[src/rtl/fp16_addsub_seq.sv]
// rtl/fp16_addsub_seq.sv - sequential fp16 add/subtract, fixed 4-cycle latency, registered A/B/R
module fp16_addsub_seq #(
    parameter logic [15:0] QNAN = 16'h7E00
) (
    input  logic        clk,
    input  logic        reset_n,
    input  logic        start,
    input  logic        op_in,
    input  logic [15:0] a_in,
    input  logic [15:0] b_in,
    output logic        busy,
    output logic        done,
    output logic        operation,
    output logic [15:0] A,
    output logic [15:0] B,
    output logic [15:0] R
);

    typedef enum logic [2:0] {IDLE, ALIGN, ADD, NORM, ROUND} state_t;

    state_t             state_q, state_d;
    logic [15:0]        a_q, a_d, b_q, b_d, r_q, r_d, spec_val_q, spec_val_d;
    logic               op_q, op_d, done_q, done_d;
    logic               special_q, special_d, sign_q, sign_d, sub_q, sub_d, zero_q, zero_d;
    logic signed [6:0]  exp_q, exp_d;
    logic [13:0]        mag_l_q, mag_l_d, mag_s_q, mag_s_d, mant_q, mant_d;
    logic [14:0]        sum_q, sum_d;

    // Alignment datapath, evaluated from the captured operands during ALIGN
    logic [4:0]  ea, eb, el, dexp;
    logic [9:0]  fa, fb;
    logic        sa, sb, sl, a_nan, b_nan, a_inf, b_inf, a_zero, b_zero, a_ge, stk;
    logic [10:0] ma, mb, ml, ms;
    logic [13:0] mx, sh;
    logic        al_special;
    logic [15:0] al_val;

    always_comb begin
        ea     = a_q[14:10];
        eb     = b_q[14:10];
        fa     = a_q[9:0];
        fb     = b_q[9:0];
        sa     = a_q[15];
        sb     = b_q[15] ^ op_q;
        a_nan  = (ea == 5'd31) && (fa != 10'd0);
        b_nan  = (eb == 5'd31) && (fb != 10'd0);
        a_inf  = (ea == 5'd31) && (fa == 10'd0);
        b_inf  = (eb == 5'd31) && (fb == 10'd0);
        a_zero = (ea == 5'd0);
        b_zero = (eb == 5'd0);
        ma     = a_zero ? 11'd0 : {1'b1, fa};
        mb     = b_zero ? 11'd0 : {1'b1, fb};
        a_ge   = (a_zero ? 15'd0 : a_q[14:0]) >= (b_zero ? 15'd0 : b_q[14:0]);
        if (a_ge) begin
            ml = ma; ms = mb; el = ea; sl = sa; dexp = ea - eb;
        end else begin
            ml = mb; ms = ma; el = eb; sl = sb; dexp = eb - ea;
        end
        mx  = {ms, 3'b000};
        stk = 1'b0;
        if (dexp >= 5'd14) begin
            sh = {13'd0, |ms};
        end else begin
            sh = mx >> dexp;
            for (int i = 0; i < 14; i++) begin
                if (i < int'(dexp)) stk = stk | mx[i];
            end
            sh[0] = sh[0] | stk;
        end
        al_special = 1'b1;
        al_val     = 16'h0000;
        if (a_nan || b_nan)     al_val = QNAN;
        else if (a_inf && b_inf) al_val = (sa == sb) ? {sa, 15'h7C00} : QNAN;
        else if (a_inf)          al_val = {sa, 15'h7C00};
        else if (b_inf)          al_val = {sb, 15'h7C00};
        else if (a_zero && b_zero) al_val = (sa && sb) ? 16'h8000 : 16'h0000;
        else                     al_special = 1'b0;
    end

    logic [14:0] add_sum;
    always_comb begin
        add_sum = sub_q ? ({1'b0, mag_l_q} - {1'b0, mag_s_q})
                        : ({1'b0, mag_l_q} + {1'b0, mag_s_q});
    end

    // Leading-zero count is a single-cycle priority encoder; highest set bit wins
    logic [3:0]        lz;
    logic signed [6:0] lz_ext, norm_exp;
    logic [13:0]       norm_mant;
    always_comb begin
        lz = 4'd0;
        for (int i = 0; i < 14; i++) begin
            if (sum_q[i]) lz = 4'(13 - i);
        end
        lz_ext = {3'b000, lz};
        if (sum_q[14]) begin
            norm_mant = {sum_q[14:2], sum_q[1] | sum_q[0]};
            norm_exp  = exp_q + 7'sd1;
        end else begin
            norm_mant = sum_q[13:0] << lz;
            norm_exp  = exp_q - lz_ext;
        end
    end

    logic              rup;
    logic [11:0]       rm;
    logic signed [6:0] re;
    logic [9:0]        rf;
    logic [15:0]       packed_r;
    always_comb begin
        rup = mant_q[2] & (mant_q[1] | mant_q[0] | mant_q[3]);
        rm  = {1'b0, mant_q[13:3]} + {11'd0, rup};
        re  = exp_q;
        rf  = rm[9:0];
        if (rm[11]) begin
            re = exp_q + 7'sd1;
            rf = rm[10:1];
        end
        if (special_q)         packed_r = spec_val_q;
        else if (zero_q)       packed_r = 16'h0000;
        else if (re >= 7'sd31) packed_r = {sign_q, 15'h7C00};
        else if (re <= 7'sd0)  packed_r = {sign_q, 15'h0000};
        else                   packed_r = {sign_q, re[4:0], rf};
    end

    always_comb begin
        state_d    = state_q;
        a_d        = a_q;
        b_d        = b_q;
        op_d       = op_q;
        r_d        = r_q;
        done_d     = 1'b0;
        special_d  = special_q;
        spec_val_d = spec_val_q;
        sign_d     = sign_q;
        sub_d      = sub_q;
        zero_d     = zero_q;
        exp_d      = exp_q;
        mag_l_d    = mag_l_q;
        mag_s_d    = mag_s_q;
        sum_d      = sum_q;
        mant_d     = mant_q;
        case (state_q)
            IDLE: begin
                if (start) begin
                    a_d     = a_in;
                    b_d     = b_in;
                    op_d    = op_in;
                    state_d = ALIGN;
                end
            end
            ALIGN: begin
                special_d  = al_special;
                spec_val_d = al_val;
                sign_d     = sl;
                sub_d      = sa ^ sb;
                exp_d      = {2'b00, el};
                mag_l_d    = {ml, 3'b000};
                mag_s_d    = sh;
                state_d    = ADD;
            end
            ADD: begin
                sum_d   = add_sum;
                state_d = NORM;
            end
            NORM: begin
                mant_d  = norm_mant;
                exp_d   = norm_exp;
                zero_d  = (sum_q == 15'd0);
                state_d = ROUND;
            end
            ROUND: begin
                r_d     = packed_r;
                done_d  = 1'b1;
                state_d = IDLE;
            end
            default: state_d = IDLE;
        endcase
    end

    always_ff @(posedge clk or negedge reset_n) begin
        if (!reset_n) begin
            state_q    <= IDLE;
            a_q        <= 16'h0000;
            b_q        <= 16'h0000;
            op_q       <= 1'b0;
            r_q        <= 16'h0000;
            done_q     <= 1'b0;
            special_q  <= 1'b0;
            spec_val_q <= 16'h0000;
            sign_q     <= 1'b0;
            sub_q      <= 1'b0;
            zero_q     <= 1'b0;
            exp_q      <= 7'sd0;
            mag_l_q    <= 14'd0;
            mag_s_q    <= 14'd0;
            sum_q      <= 15'd0;
            mant_q     <= 14'd0;
        end else begin
            state_q    <= state_d;
            a_q        <= a_d;
            b_q        <= b_d;
            op_q       <= op_d;
            r_q        <= r_d;
            done_q     <= done_d;
            special_q  <= special_d;
            spec_val_q <= spec_val_d;
            sign_q     <= sign_d;
            sub_q      <= sub_d;
            zero_q     <= zero_d;
            exp_q      <= exp_d;
            mag_l_q    <= mag_l_d;
            mag_s_q    <= mag_s_d;
            sum_q      <= sum_d;
            mant_q     <= mant_d;
        end
    end

    assign busy      = (state_q != IDLE);
    assign done      = done_q;
    assign operation = op_q;
    assign A         = a_q;
    assign B         = b_q;
    assign R         = r_q;

endmodule

[config.mk]
export PLATFORM = sky130hd
export DESIGN_NAME = fp16_addsub_seq
export DESIGN_NICKNAME = d
export VERILOG_FILES = /design/src/rtl/fp16_addsub_seq.sv
export SDC_FILE = /design/constraint.sdc
export NUM_CORES = 1
export LEC_CHECK = 0
export BUFFER_PORTS_ARGS = -buffer_cell sky130_fd_sc_hd__buf_2
export CAP_MARGIN = 20
export CORE_MARGIN = 3
export CORE_UTILIZATION = 30
export DETAILED_ROUTE_END_ITERATION = 7
export GPL_TIMING_DRIVEN = 0
export PLACE_DENSITY_LB_ADDON = 0.25
export RECOVER_POWER = 25
export SLEW_MARGIN = 20
export SYNTH_ARGS = -nofsm -noshare
export SYNTH_HDL_FRONTEND = slang
export SYNTH_SLANG_ARGS = --single-unit
[constraint.sdc]
create_clock -name clk -period 6.3 [get_ports clk]
set_input_delay 1.26 -clock clk [delete_from_list [all_inputs] [get_ports clk]]
set_output_delay 1.26 -clock clk [all_outputs]
set_load 0.01 [all_outputs]
# Yosys cells after proc, flatten, opt, wreduce, memory -nomap -nowiden
# Index checks and enable logic that the tools add are counted.
word_totals:
  regBits: 134
  latch_bits: 0
  mem_bits_rw: 0
  rom_bits: 0
  input_bits: 36
  out_inout_bits: 51
  elab_cells: 158
  mem_count: 0
op_classes:
  add_sub_neg: 7
  mul: 0
  div: 0
  n_lt_le_gt_ge: 15
  eq_ne: 8
  n_shift: 2
  mux: 72
  bitwise_logic: 18
  n_reduce_logical: 20
ops:
  columns: ["cell", "n"]
  rows:
  - ["$mux 16", 9]
  - ["$mux 15", 5]
  - ["$mux 4", 14]
  - ["$mux 11", 4]
  - ["$lt 4x5->1 const A", 6]
  - ["$mux 1", 30]
  - ["$mux 14", 2]
  - ["$logic_not 10->1", 2]
  - ["$lt 3x5->1 const A", 4]
  - ["$reduce_bool 10->1", 2]
  - ["$add 14x14->15", 1]
  - ["$ge 15x15->1", 1]
  - ["$logic_not 15->1", 1]
  - ["$or 1x1->1", 15]
  - ["$sub 14x14->15", 1]
  - ["$mux 7", 2]
  - ["$pmux 7 s2", 1]
  - ["$shl 14x4->14", 1]
  - ["$shr 14x5->14", 1]
  - ["$add 11x1->12", 1]
  - ["$pmux 3 s4", 1]
  - ["$reduce_or 11->1", 1]
  - ["$eq 5x5->1 const B", 2]
  - ["$logic_not 5->1", 2]
  - ["23 further kinds", 33]

# Logic depth before layout (Yosys ltp)
# Gate-level depths: netlist (run 1).
logic_depth:
  ltp_word: 41
  mapped_depth: 19

# Worst setup path after synthesis (run 1)
# No wires, ideal clock.
synth_path:
  kind: "reg2reg"
  from: "reg a_q[11], in the netlist A[11]"
  to: "reg mag_s_q[0]"
  setup_ps: 138
  arrival_ps: 3526
  t_required_ps: 6162
  setup_slack_ps: 2636
  path_stages_with_launch: 18
  path_cell_list: "dfrtp_1 inv_1 nand3_1 clkbuf_1 nand2_1 ha_1 nor2b_4 o21ai_2 a21oi_2 o21a_1 buf_6 mux2i_1 xor2_1 buf_2 mux2i_1 a31oi_1 nor4_1 o221ai_1"
synth_via:
  elab_chain_cells: 39
  word_cells_on_any_way: 57
synth_lines:
  columns: ["item", "line_no", "rtl"]
  rows:
  - ["start, declared", "22", "logic [15:0] a_q, a_d, b_q, b_d, r_q, r_d, spec_val_q, spec_val_d;"]
  - ["start signal, assigned", "184", "a_q <= 16'h0000;"]
  - ["start signal, assigned", "201", "a_q <= a_d;"]
  - ["$logic_not 5->1", "49", "a_zero = (ea == 5'd0);"]
  - ["$mux 15", "53", "a_ge = (a_zero ? 15'd0 : a_q[14:0]) >= (b_zero ? 15'd0 : b_q[14:0]);"]
  - ["$ge 15x15->1", "53", null]
  - ["$mux 5 / $mux 11 (equally long branches)", "54", "if (a_ge) begin"]
  - ["$lt 2x5->1 / $or 1x1->1 (equally long branches)", "66", "if (i < int'(dexp)) stk = stk | mx[i];"]
  - ["$mux 1", "66", null]
  - ["$mux 1", "61", "if (dexp >= 5'd14) begin"]
  - ["$or 1x1->1", "66", null]
  - ["(+23 left out)", null, null]
  - ["$or 1x1->1", "66", null]
  - ["$mux 1", "66", null]
  - ["$mux 1", "61", null]
  - ["$or 1x1->1", "66", null]
  - ["$mux 1", "66", null]
  - ["$mux 1", "61", null]
  - ["$or 1x1->1", "68", "sh[0] = sh[0] | stk;"]
  - ["$mux 14 *", "61", null]
  - ["end signal, assigned", "213", "mag_s_q <= mag_s_d;"]
  - ["end, declared", "26", "logic [13:0] mag_l_q, mag_l_d, mag_s_q, mag_s_d, mant_q, mant_d;"]
# Every way passes the cells marked *; elsewhere a longest branch is shown, timed or not. The select of a mux whose other input is x is not followed.
# A chain may end at the register's enable or synchronous reset.

# Worst setup path after layout (run 1)
# Ends and elaborated chain as after synthesis.

==> flow_summary.json, run 1 <==
{
  "detailedPlacementHpwl_um": 21300,
  "starting_utilization_of_the_core_area_pct": 31.0,
  "cell_chain_critical_path": "inv_1, nand3_1, clkbuf_1, nand2_1, ha_1, nor2b_4, o21ai_2, a21oi_2, o21a_1, buf_6, mux2i_1, xor2_1, buf_2, mux2i_1, a31oi_1, nor4_1, o221ai_1",
  "cp_slowest_cell": "dfrtp_1",
  "synthAdderAreaFrac_pct": 8.34,
  "via_count": 8357,
  "vias_per_cell": 5.28,
  "transition_time_of_the_tightest_slew_check_pin_ns": 2.27,
  "min_period_over_period_pct": 77.9,
  "clock_insertion_delay_worst_skew_ns": 0.43,
  "cts_hold_buf": 0,
  "worst_slew_margin_rel_pct": -51.5,
  "post_synth_num_cell_types": 77,
  "finalWeightedCongestion": 0.882,
  "asyncSetResetFlopFracSynth_pct": 100,
  "cts.htree.levels": 4,
  "number_of_flops_mapped_to_enable_cells_by_yosys": 0,
  "fmax_achieved_mhz": 204,
  "placeableCoreArea_um2": 29200,
  "grt_max_degree": 81,
  "drt_iter0_drc": 586,
  "detail_route.wirelength_um": 27400,
  "number_of_endpoints_failing_setup_at_the_final_stage": 0,
  "synth.top_cells.by_area": "dfrtp_1 33%, ha_1 7.5%, nand2_1 5.3%",
  "critPathKind": "reg2reg",
  "tns_ns": 0,
  "die-width_um": 180,
  "critPathCaptureType": "flop",
  "via_count_of_the_first_global_routing_pass": 8137,
  "yosysWarnings": 0,
  "syn-num-nets": 1173,
  "antennaDiodeCount": 0,
  "synth-simple-area-share_pct": 18.5,
  "i_o_pins": 87,
  "r2r.worst_path.cells": 17,
  "setup_fix_buffers_added_after_clock_tree_synthesis": 0,
  "syn_avg_cell_area_um2": 8.40,
  "grtUsageTotal_pct": 16.9,
  "drcViolationCount": 0,
  "top_cell_type_s_share_of_synthesized_area_pct": 33.4,
  "routedWlPerCell_um": 17.3,
  "netlist.top_cell.by_area": "dfrtp_1",
  "worst-endpoint-arrival_ns": 5.20,
  "hold_path.class": "reg2reg",
  "grt_setup_unrepaired": "no",
  "die_y_um": 180,
  "min_delay_path_depth": 2,
  "post-route-min-period_ns": 4.91,
  "ys_dominant_reg_cell": "dfrtp_1",
  "top_fanout_value_on_the_critical_path": 10,
  "first_pass_iters": 5,
  "most_common_cell_in_the_synthesized_netlist": "nand2_1",
  "ant_nets": 0,
  "io_buffers": 86,
  "synth.cells.most_frequent": "128 x nand2_1, 121 x dfrtp_1, 99 x nor2_1",
  "synth_cells": 1079,
  "cpMostUsedCell": "mux2i_1",
  "grt_overflow_total": 0,
  "synth_top_family_by_area": "compound AO/OA/AOI/OAI gates",
  "layout_overhead_on_the_synthesized_area_pct": 16.8,
  "post_synth_xor_area_fraction_pct": 3.09,
  "synth_seq_cells": 121,
  "floorplan.rows": 62,
  "initial_antenna_violation_count": 0,
  "cts_tree": "built",
  "synth_compound_gate_area_share_pct": 20.0,
  "cts_inserted_buffers": 17,
  "layout-drive-gt1-share_pct": 15.5,
  "startpoint_type": "flop",
  "run_status": "complete, but fails checks",
  "clk_pin_slew_ns": 0.06,
  "finalClockSkew_ns": 0.0204,
  "post_synth_mux_area_share_pct": 11.0,
  "fin_nets": 1279,
  "synth_seq_area_share_pct": 33.4,
  "cts_buffer_depth": 2,
  "synth.cell_area_um2": 9060,
  "finalMaxSlewViolations": 124,
  "hold_viol_final": 0,
  "cts_sinks": 121,
  "violations": "capacitance limit, slew limit",
  "grt_pass1_wl_um": 44900,
  "cap_viol_max_count": 2,
  "floorplan.die_area_um2": 32300,
  "critPathMaxStageDelay_ns": 0.53,
  "clock_tree.root_cell": "clkbuf_16",
  "critical_path_required_ns": 6.59,
  "ctsResizeCount": 0
}
kinds of logic (layout without fill, tap and decap cells):
group / after synthesis / after routing
compound gates: 292 / 292
xor+xnor: 32 / 32
fa+ha+maj: 58 / 58
buf+inv: 131 / 250
flops: 121 / 121
mux: 86 / 86
simple gates: 359 / 359
worst paths after layout:
kind	start	endpoint	slack, ns
max in group asynchronous	reset_n	A[3]$_DFFE_PN0P_	1.85
worst max register to register	A[11]$_DFFE_PN0P_	mag_s_q[0]$_DFFE_PN0P_	1.39
worst min register to register	R[3]$_DFFE_PN0P_	R[3]$_DFFE_PN0P_	0.47
worst max-delay path	A[11]$_DFFE_PN0P_	mag_s_q[0]$_DFFE_PN0P_	1.39
min in group asynchronous	reset_n	R[14]$_DFFE_PN0P_	1.50
worst min-delay path	R[3]$_DFFE_PN0P_	R[3]$_DFFE_PN0P_	0.47
registers in the layout (all words and copies together), names as in the netlist:
register / flops
special_q: 1
A: 16
operation: 1
mag_s_q: 14
R: 16
sign_q: 1
mant_q: 14
sub_q: 1
sum_q: 15
spec_val_q: 3
zero_q: 1
state_q: 3
exp_q: 7
B: 16
done: 1
mag_l_q: 11
cells in the final DEF (no fill, tap or decap), drive strengths merged, types with 12 or more instances in the layout:
| cell type | synthesis | layout |
|---|---|---|
| a21oi | 95 | 95 |
| inv | 67 | 67 |
| xor2 | 15 | 15 |
| buf | 10 | 95 |
| and3 | 12 | 12 |
| dfrtp | 121 | 121 |
| mux2i | 41 | 41 |
| nor3 | 26 | 26 |
| a31oi | 12 | 12 |
| nand3 | 26 | 26 |
| ha | 54 | 54 |
| clkbuf | 51 | 74 |
| o211ai | 12 | 12 |
| xnor2 | 17 | 17 |
| mux2 | 39 | 39 |
| o21ai | 73 | 73 |
| nor2 | 99 | 99 |
| a21o | 13 | 13 |
| nand2 | 129 | 129 |
layer usage:
metal	GRT usage (%)	vias to the layer above	wire length, um
li1	-	4078	-
met1	23.1	4004	12700
met2	27.5	250	12900
met3	3.05	25	1270
met4	4.80	0	484
met5	0	-	0
metrics by stage:
step	setup WS [ns]	utilization, %	instance area (um^2)	cells	hold slack [ns]
5_1_grt	0.924	36.2	10600	1582	0.493
6_report	1.39	36.2	10600	1582	0.471
2_1_floorplan	2.64	-	9060	1079	0.449
3_5_place_dp	1.48	34.2	10000	1550	0.456
3_3_place_gp	1.45	34.1	9970	1549	0.458
4_1_cts	1.44	36.3	10600	1582	0.472
critical path: cells and delay by family (launching register included):
family	cells	cell delay (ns)
AND/OR/NAND/NOR	4	1.05
buffers and inverters	4	1.08
adder cells (fa/ha/maj)	1	0.39
flip-flops	1	0.53
multiplexers	2	0.69
AO/OA/AOI/OAI	5	0.78
XOR/XNOR	1	0.24
layout make-up:
| cell class | count | area (um^2) |
|---|---|---|
| Multi-Input combinational cell | 827 | 5520 |
| Clock buffer | 21 | 460 |
| Timing Repair Buffer | 87 | 434 |
| Fill cell | 3054 | 18700 |
| Tap cell | 384 | 480 |
| Buffer | 61 | 251 |
| Inverter | 70 | 263 |
| Sequential cell | 121 | 3030 |
| Clock inverter | 11 | 146 |
Power of run 1 is not shown: default switching activity piles up to over one toggle a cycle in this logic, so the estimate is an artifact.
==> run 2: changes to the inputs <==
- clock period: 6.3 -> 4.2 ns (I/O delays scaled with it)
==> run 2 against run 1 <==
  * Register-to-register slack lost 1.3 ns
  * Critical path type unchanged
  * First-iteration DRC count shrank 3.1%
  * Non-clock buffer count grew 6
  * Clock skew shrank 0.0034 ns
  * Flip-flop and latch count is the same
  * Routed wire length grew 0.64%
  * Die area is the same
  * Largest cell class unchanged
  * The run still ends with capacitance limit, slew limit left
==> flow_summary.json, run 2 (synthesis results as in run 1) <==
{
  "run_status": "complete, but fails checks",
  "violations": "capacitance limit, slew limit",
  "clock_tree.root_cell": "clkbuf_16",
  "critPathKind": "reg2reg",
  "critPathCaptureType": "flop",
  "die_y_um": 180,
  "worst-endpoint-arrival_ns": 4.36,
  "worst_reg2reg_setup_slack_ns": 0.14,
  "post-route-min-period_ns": 4.06,
  "critical_path_required_ns": 4.50,
  "min_period_over_period_pct": 96.7,
  "critical_path.reg2reg.startpoint": "A[12]$_DFFE_PN0P_",
  "detailedPlacementHpwl_um": 21300,
  "die-width_um": 180,
  "via_count": 8391,
  "grt_max_degree": 81,
  "wl_met2_um": 13000,
  "detail_route.wirelength_um": 27600,
  "clock_insertion_delay_worst_skew_ns": 0.43,
  "drt_iter0_drc": 568,
  "fmax_achieved_mhz": 246,
  "routed.top_layer": "met4",
  "most-common-layout-cells": "127 x nand2_1, 118 x dfrtp_1, 98 x nor2_1",
  "min_delay_path_depth": 2,
  "cap_viol_max_count": 1,
  "transition_time_of_the_tightest_slew_check_pin_ns": 2.23,
  "top_fanout_value_on_the_critical_path": 7,
  "worst_slew_margin_rel_pct": -48.7,
  "dpl.cell_count": 1550,
  "final_cells": 1588,
  "placeableCoreArea_um2": 29200,
  "finalWeightedCongestion": 0.882,
  "layout.cells.most_common": "nand2_1",
  "r2r.worst_path.cells": 17,
  "cts.htree.levels": 4,
  "holdPathEnd": "R[3]$_DFFE_PN0P_",
  "fin_nets": 1285,
  "initial_antenna_violation_count": 0,
  "met3WireLength_um": 1190,
  "io_buffers": 86,
  "floorplan.rows": 62,
  "drcViolationCount": 0,
  "clk_pin_slew_ns": 0.06,
  "starting_utilization_of_the_core_area_pct": 31.0,
  "finalMaxSlewViolations": 43,
  "routedWlPerCell_um": 17.4,
  "wl_met1_um": 12800,
  "layout-drive-gt1-share_pct": 17.5,
  "startpoint_type": "flop",
  "i_o_pins": 87,
  "number_of_endpoints_failing_setup_at_the_final_stage": 0,
  "grtUsageTotal_pct": 17.0,
  "hold_path.class": "reg2reg",
  "layout_overhead_on_the_synthesized_area_pct": 18.8,
  "cell_chain_critical_path": "nor3_2, nand3_2, buf_4, nand2_1, inv_1, ha_1, a21oi_1, o21ai_1, a21oi_4, o21a_1, buf_6, mux2_4, nor4_1, a211oi_1, mux2_2, or2_0, a41o_1",
  "cts_buffer_depth": 2,
  "cp_slowest_cell": "dfrtp_2",
  "ant_nets": 0,
  "cts_inserted_buffers": 17,
  "finalClockSkew_ns": 0.0169,
  "first_pass_iters": 5,
  "min_from": "R[3]$_DFFE_PN0P_",
  "via_count_of_the_first_global_routing_pass": 8174,
  "hold_viol_final": 0,
  "vias_per_cell": 5.28,
  "floorplan.die_area_um2": 32300,
  "antennaDiodeCount": 0,
  "grt_pass1_wl_um": 45000,
  "cts_tree": "built",
  "critPathMaxStageDelay_ns": 0.46,
  "cts_sinks": 121,
  "grt_overflow_total": 0,
  "critical_path.reg2reg.endpoint": "mag_s_q[1]$_DFFE_PN0P_"
}
[run 2: cell types whose count changed in the layout (fill, tap and decap cells not counted), moves of 3 or more]
cell     previous run  this run
buf_2              91        88
buf_4               0         9
dfrtp_1           121       118
dfrtp_2             0         3
mux2i_1            40        37
mux2i_4             0         3
[run 2: worst max-delay path by stage]
stage / start / to / cells past startpoint
floorplan: A[11]$_DFFE_PN0P_ / mag_s_q[0]$_DFFE_PN0P_ / 17
global placement: A[11]$_DFFE_PN0P_ / mag_s_q[0]$_DFFE_PN0P_ / 17
detailed placement: A[11]$_DFFE_PN0P_ / mag_s_q[0]$_DFFE_PN0P_ / 17
CTS: A[12]$_DFFE_PN0P_ / mag_s_q[0]$_DFFE_PN0P_ / 18
global route: A[12]$_DFFE_PN0P_ / mag_s_q[2]$_DFFE_PN0P_ / 17
finish: A[12]$_DFFE_PN0P_ / mag_s_q[1]$_DFFE_PN0P_ / 17
[run 2: timing repair]
action	CTS	global route
setup endpoints to repair	22	17
pin swaps	3	1
resized for setup	14	18
hold buffers	0	0
setup buffers	4	2
[run 2: routing by layer]
metal	GRT usage [%]	vias to the layer above
met4	5.23	0
met5	0	-
met2	27.6	250
met1	23.3	4014
li1	-	4087
met3	2.59	40
[run 2: cell type report]
cell class / instances / area [um^2]
Tap cell: 384 / 480
Sequential cell: 121 / 3030
Clock buffer: 21 / 460
Clock inverter: 11 / 146
Buffer: 61 / 270
Inverter: 70 / 263
Timing Repair Buffer: 93 / 482
Fill cell: 3039 / 18500
Multi-Input combinational cell: 827 / 5630
[run 2: worst max-delay path, delay by kind of cell (launching register included)]
kind / cells / cell delay (ns)
simple gates: 5 / 0.96
buf+inv: 3 / 0.48
fa+ha+maj: 1 / 0.34
compound gates: 6 / 1.01
mux: 2 / 0.66
flops: 1 / 0.46
[run 2: stage by stage]
stage	hold WS, ns	cell area [um^2]	TNS, ns	setup slack, ns	utilization [%]
2_1_floorplan	0.449	9060	0	0.536	-
3_3_place_gp	0.458	9970	-4.72	-0.650	34.1
3_5_place_dp	0.456	10000	-4.95	-0.619	34.2
4_1_cts	0.292	10700	0	0.0405	36.6
5_1_grt	0.493	10800	-0.00198	-0.00198	36.8
6_report	0.471	10800	0	0.138	36.8
Power of run 2 is left out for the same reason.
==> run 3: changes to the inputs <==
- BUFFER_PORTS_ARGS: -buffer_cell sky130_fd_sc_hd__buf_2 -> not set
- DONT_BUFFER_PORTS: not set -> 1
==> run 3 against run 2 <==
  * Sequential share of layout area increased by 0.86 points
  * Highest routed layer unchanged
  * Count of clock-buffer cells in the layout decreased by 3
  * Flip-flop and latch count stayed put
  * Critical endpoint unchanged
  * Die area unchanged
  * Global-route usage shrank 0.31 points
  * Core utilization down 1.1 points
  * The flow now finishes without violations
==> flow_summary.json, run 3 (synthesis results as in run 1) <==
{
  "run_status": "finished clean",
  "cts_sinks": 121,
  "finalWeightedCongestion": 0.874,
  "die-width_um": 180,
  "via_count_of_the_first_global_routing_pass": 7943,
  "vias_per_cell": 5.35,
  "cts_hold_buf": 0,
  "cap_viol_max_count": 0,
  "grt_max_degree": 122,
  "dpl.cell_count": 1463,
  "min_period_over_period_pct": 96.1,
  "worst-endpoint-arrival_ns": 4.35,
  "cts_inserted_buffers": 17,
  "number_of_endpoints_failing_setup_at_the_final_stage": 0,
  "cts_tree": "built",
  "detailedPlacementHpwl_um": 20800,
  "critical_path.reg2reg.endpoint": "mag_s_q[1]$_DFFE_PN0P_",
  "initial_antenna_violation_count": 0,
  "antennaDiodeCount": 0,
  "grt_overflow_total": 0,
  "first_pass_iters": 5,
  "layout.cells.most_common": "nand2_1",
  "clock_insertion_delay_worst_skew_ns": 0.44,
  "cts_buffer_depth": 2,
  "floorplan.rows": 62,
  "hold_viol_final": 0,
  "r2r.worst_path.cells": 17,
  "fin_worst_hold_slack_ns": 0.101,
  "startpoint_type": "flop",
  "grt_pass1_wl_um": 44000,
  "worst_reg2reg_setup_slack_ns": 0.16,
  "critical_path_required_ns": 4.52,
  "critPathCaptureType": "flop",
  "worst_slew_margin_rel_pct": 37.9,
  "floorplan.die_area_um2": 32300,
  "most-common-layout-cells": "127 x nand2_1, 116 x dfrtp_1, 98 x nor2_1",
  "layout-drive-gt1-share_pct": 11.5,
  "drt_iter0_drc": 509,
  "critPathKind": "reg2reg",
  "io_buffers": 0,
  "clock_tree.root_cell": "clkbuf_16",
  "die_y_um": 180,
  "transition_time_of_the_tightest_slew_check_pin_ns": 0.923,
  "clk_pin_slew_ns": 0.07,
  "starting_utilization_of_the_core_area_pct": 31.0,
  "ant_nets": 0,
  "routedWlPerCell_um": 18.1,
  "fin_nets": 1195,
  "post-route-min-period_ns": 4.04,
  "placeableCoreArea_um2": 29200,
  "final_cells": 1498,
  "drcViolationCount": 0,
  "finalClockSkew_ns": 0.0109,
  "i_o_pins": 87,
  "critical_path.reg2reg.startpoint": "A[12]$_DFFE_PN0P_",
  "via_count": 8011,
  "fmax_achieved_mhz": 248,
  "hold_path.class": "in2async",
  "cts.htree.levels": 4,
  "layout_overhead_on_the_synthesized_area_pct": 15.4,
  "detail_route.wirelength_um": 27100,
  "top_fanout_value_on_the_critical_path": 10,
  "finalMaxSlewViolations": 0,
  "grtUsageTotal_pct": 16.6
}
## run 3: changes by cell type in the layout (fill, tap and decap cells not counted), moves of 3 or more
cell       change
clkinv_2       -3
buf_4          -5
clkbuf_1       -3
bufinv_16      +5
inv_6          +3
buf_2         -85
## run 3: final cells by class
type,count,area [um^2]
clock inverter,14,290
clock buffer,18,439
multi-input combinational,827,5640
buffer,61,277
fill,3058,18800
sequential,121,3030
inverter,70,263
timing repair buffer,3,35.0
tap,384,480
## run 3: worst max-delay path by stage
| stage | from | endpoint | slack [ns] |
|---|---|---|---|
| after floorplan | A[11]$_DFFE_PN0P_ | mag_s_q[0]$_DFFE_PN0P_ | 0.54 |
| after global placement | A[11]$_DFFE_PN0P_ | mag_s_q[0]$_DFFE_PN0P_ | -0.82 |
| after detailed placement | A[11]$_DFFE_PN0P_ | mag_s_q[0]$_DFFE_PN0P_ | -0.82 |
| after CTS | B[10]$_DFFE_PN0P_ | mag_s_q[0]$_DFFE_PN0P_ | 0.01 |
| after global routing | B[10]$_DFFE_PN0P_ | mag_s_q[0]$_DFFE_PN0P_ | -0.003 |
| final | A[12]$_DFFE_PN0P_ | mag_s_q[1]$_DFFE_PN0P_ | 0.16 |
## run 3: metrics by stage
step | setup TNS (ns) | util (%) | worst slack (ns) | instance area (um^2)
3_3_place_gp | -8.66 | 32.6 | -0.819 | 9540
2_1_floorplan | 0 | - | 0.536 | 9060
3_5_place_dp | -8.49 | 32.6 | -0.822 | 9550
5_1_grt | -0.00316 | 35.8 | -0.00316 | 10500
4_1_cts | 0 | 35.5 | 0.0104 | 10400
6_report | 0 | 35.8 | 0.163 | 10500
## run 3: what timing repair did
| item | in CTS | in global routing |
|---|---|---|
| resized for setup | 24 | 14 |
| setup buffers | 0 | 3 |
| hold endpoints to repair | 0 | 0 |
| pin swaps | 1 | 3 |
| setup endpoints to repair | 31 | 10 |
## run 3: worst max-delay path, stage by stage, from the launching register on
cell and delay, ns:
dfrtp_2 0.48, nor3_2 0.21, nand3_2 0.21, buf_8 0.22
nand2_1 0.12, inv_1 0.08, ha_1 0.32, a21oi_2 0.14
o21ai_2 0.08, a21oi_4 0.18, o21a_1 0.18, buf_6 0.16
mux2_4 0.36, nor4_1 0.30, a211oi_1 0.12, mux2_2 0.31
or2_0 0.21, a41o_1 0.24
## run 3: routing by layer
metal / track usage [%] / vias up / share of wire [%]
li1: - / 3914 / -
met1: 22.0 / 3858 / 47
met2: 27.1 / 207 / 47
met3: 3.76 / 32 / 4.2
met4: 5.26 / 0 / 2.2
met5: 0 / - / 0
Power of run 3 is left out for the same reason.
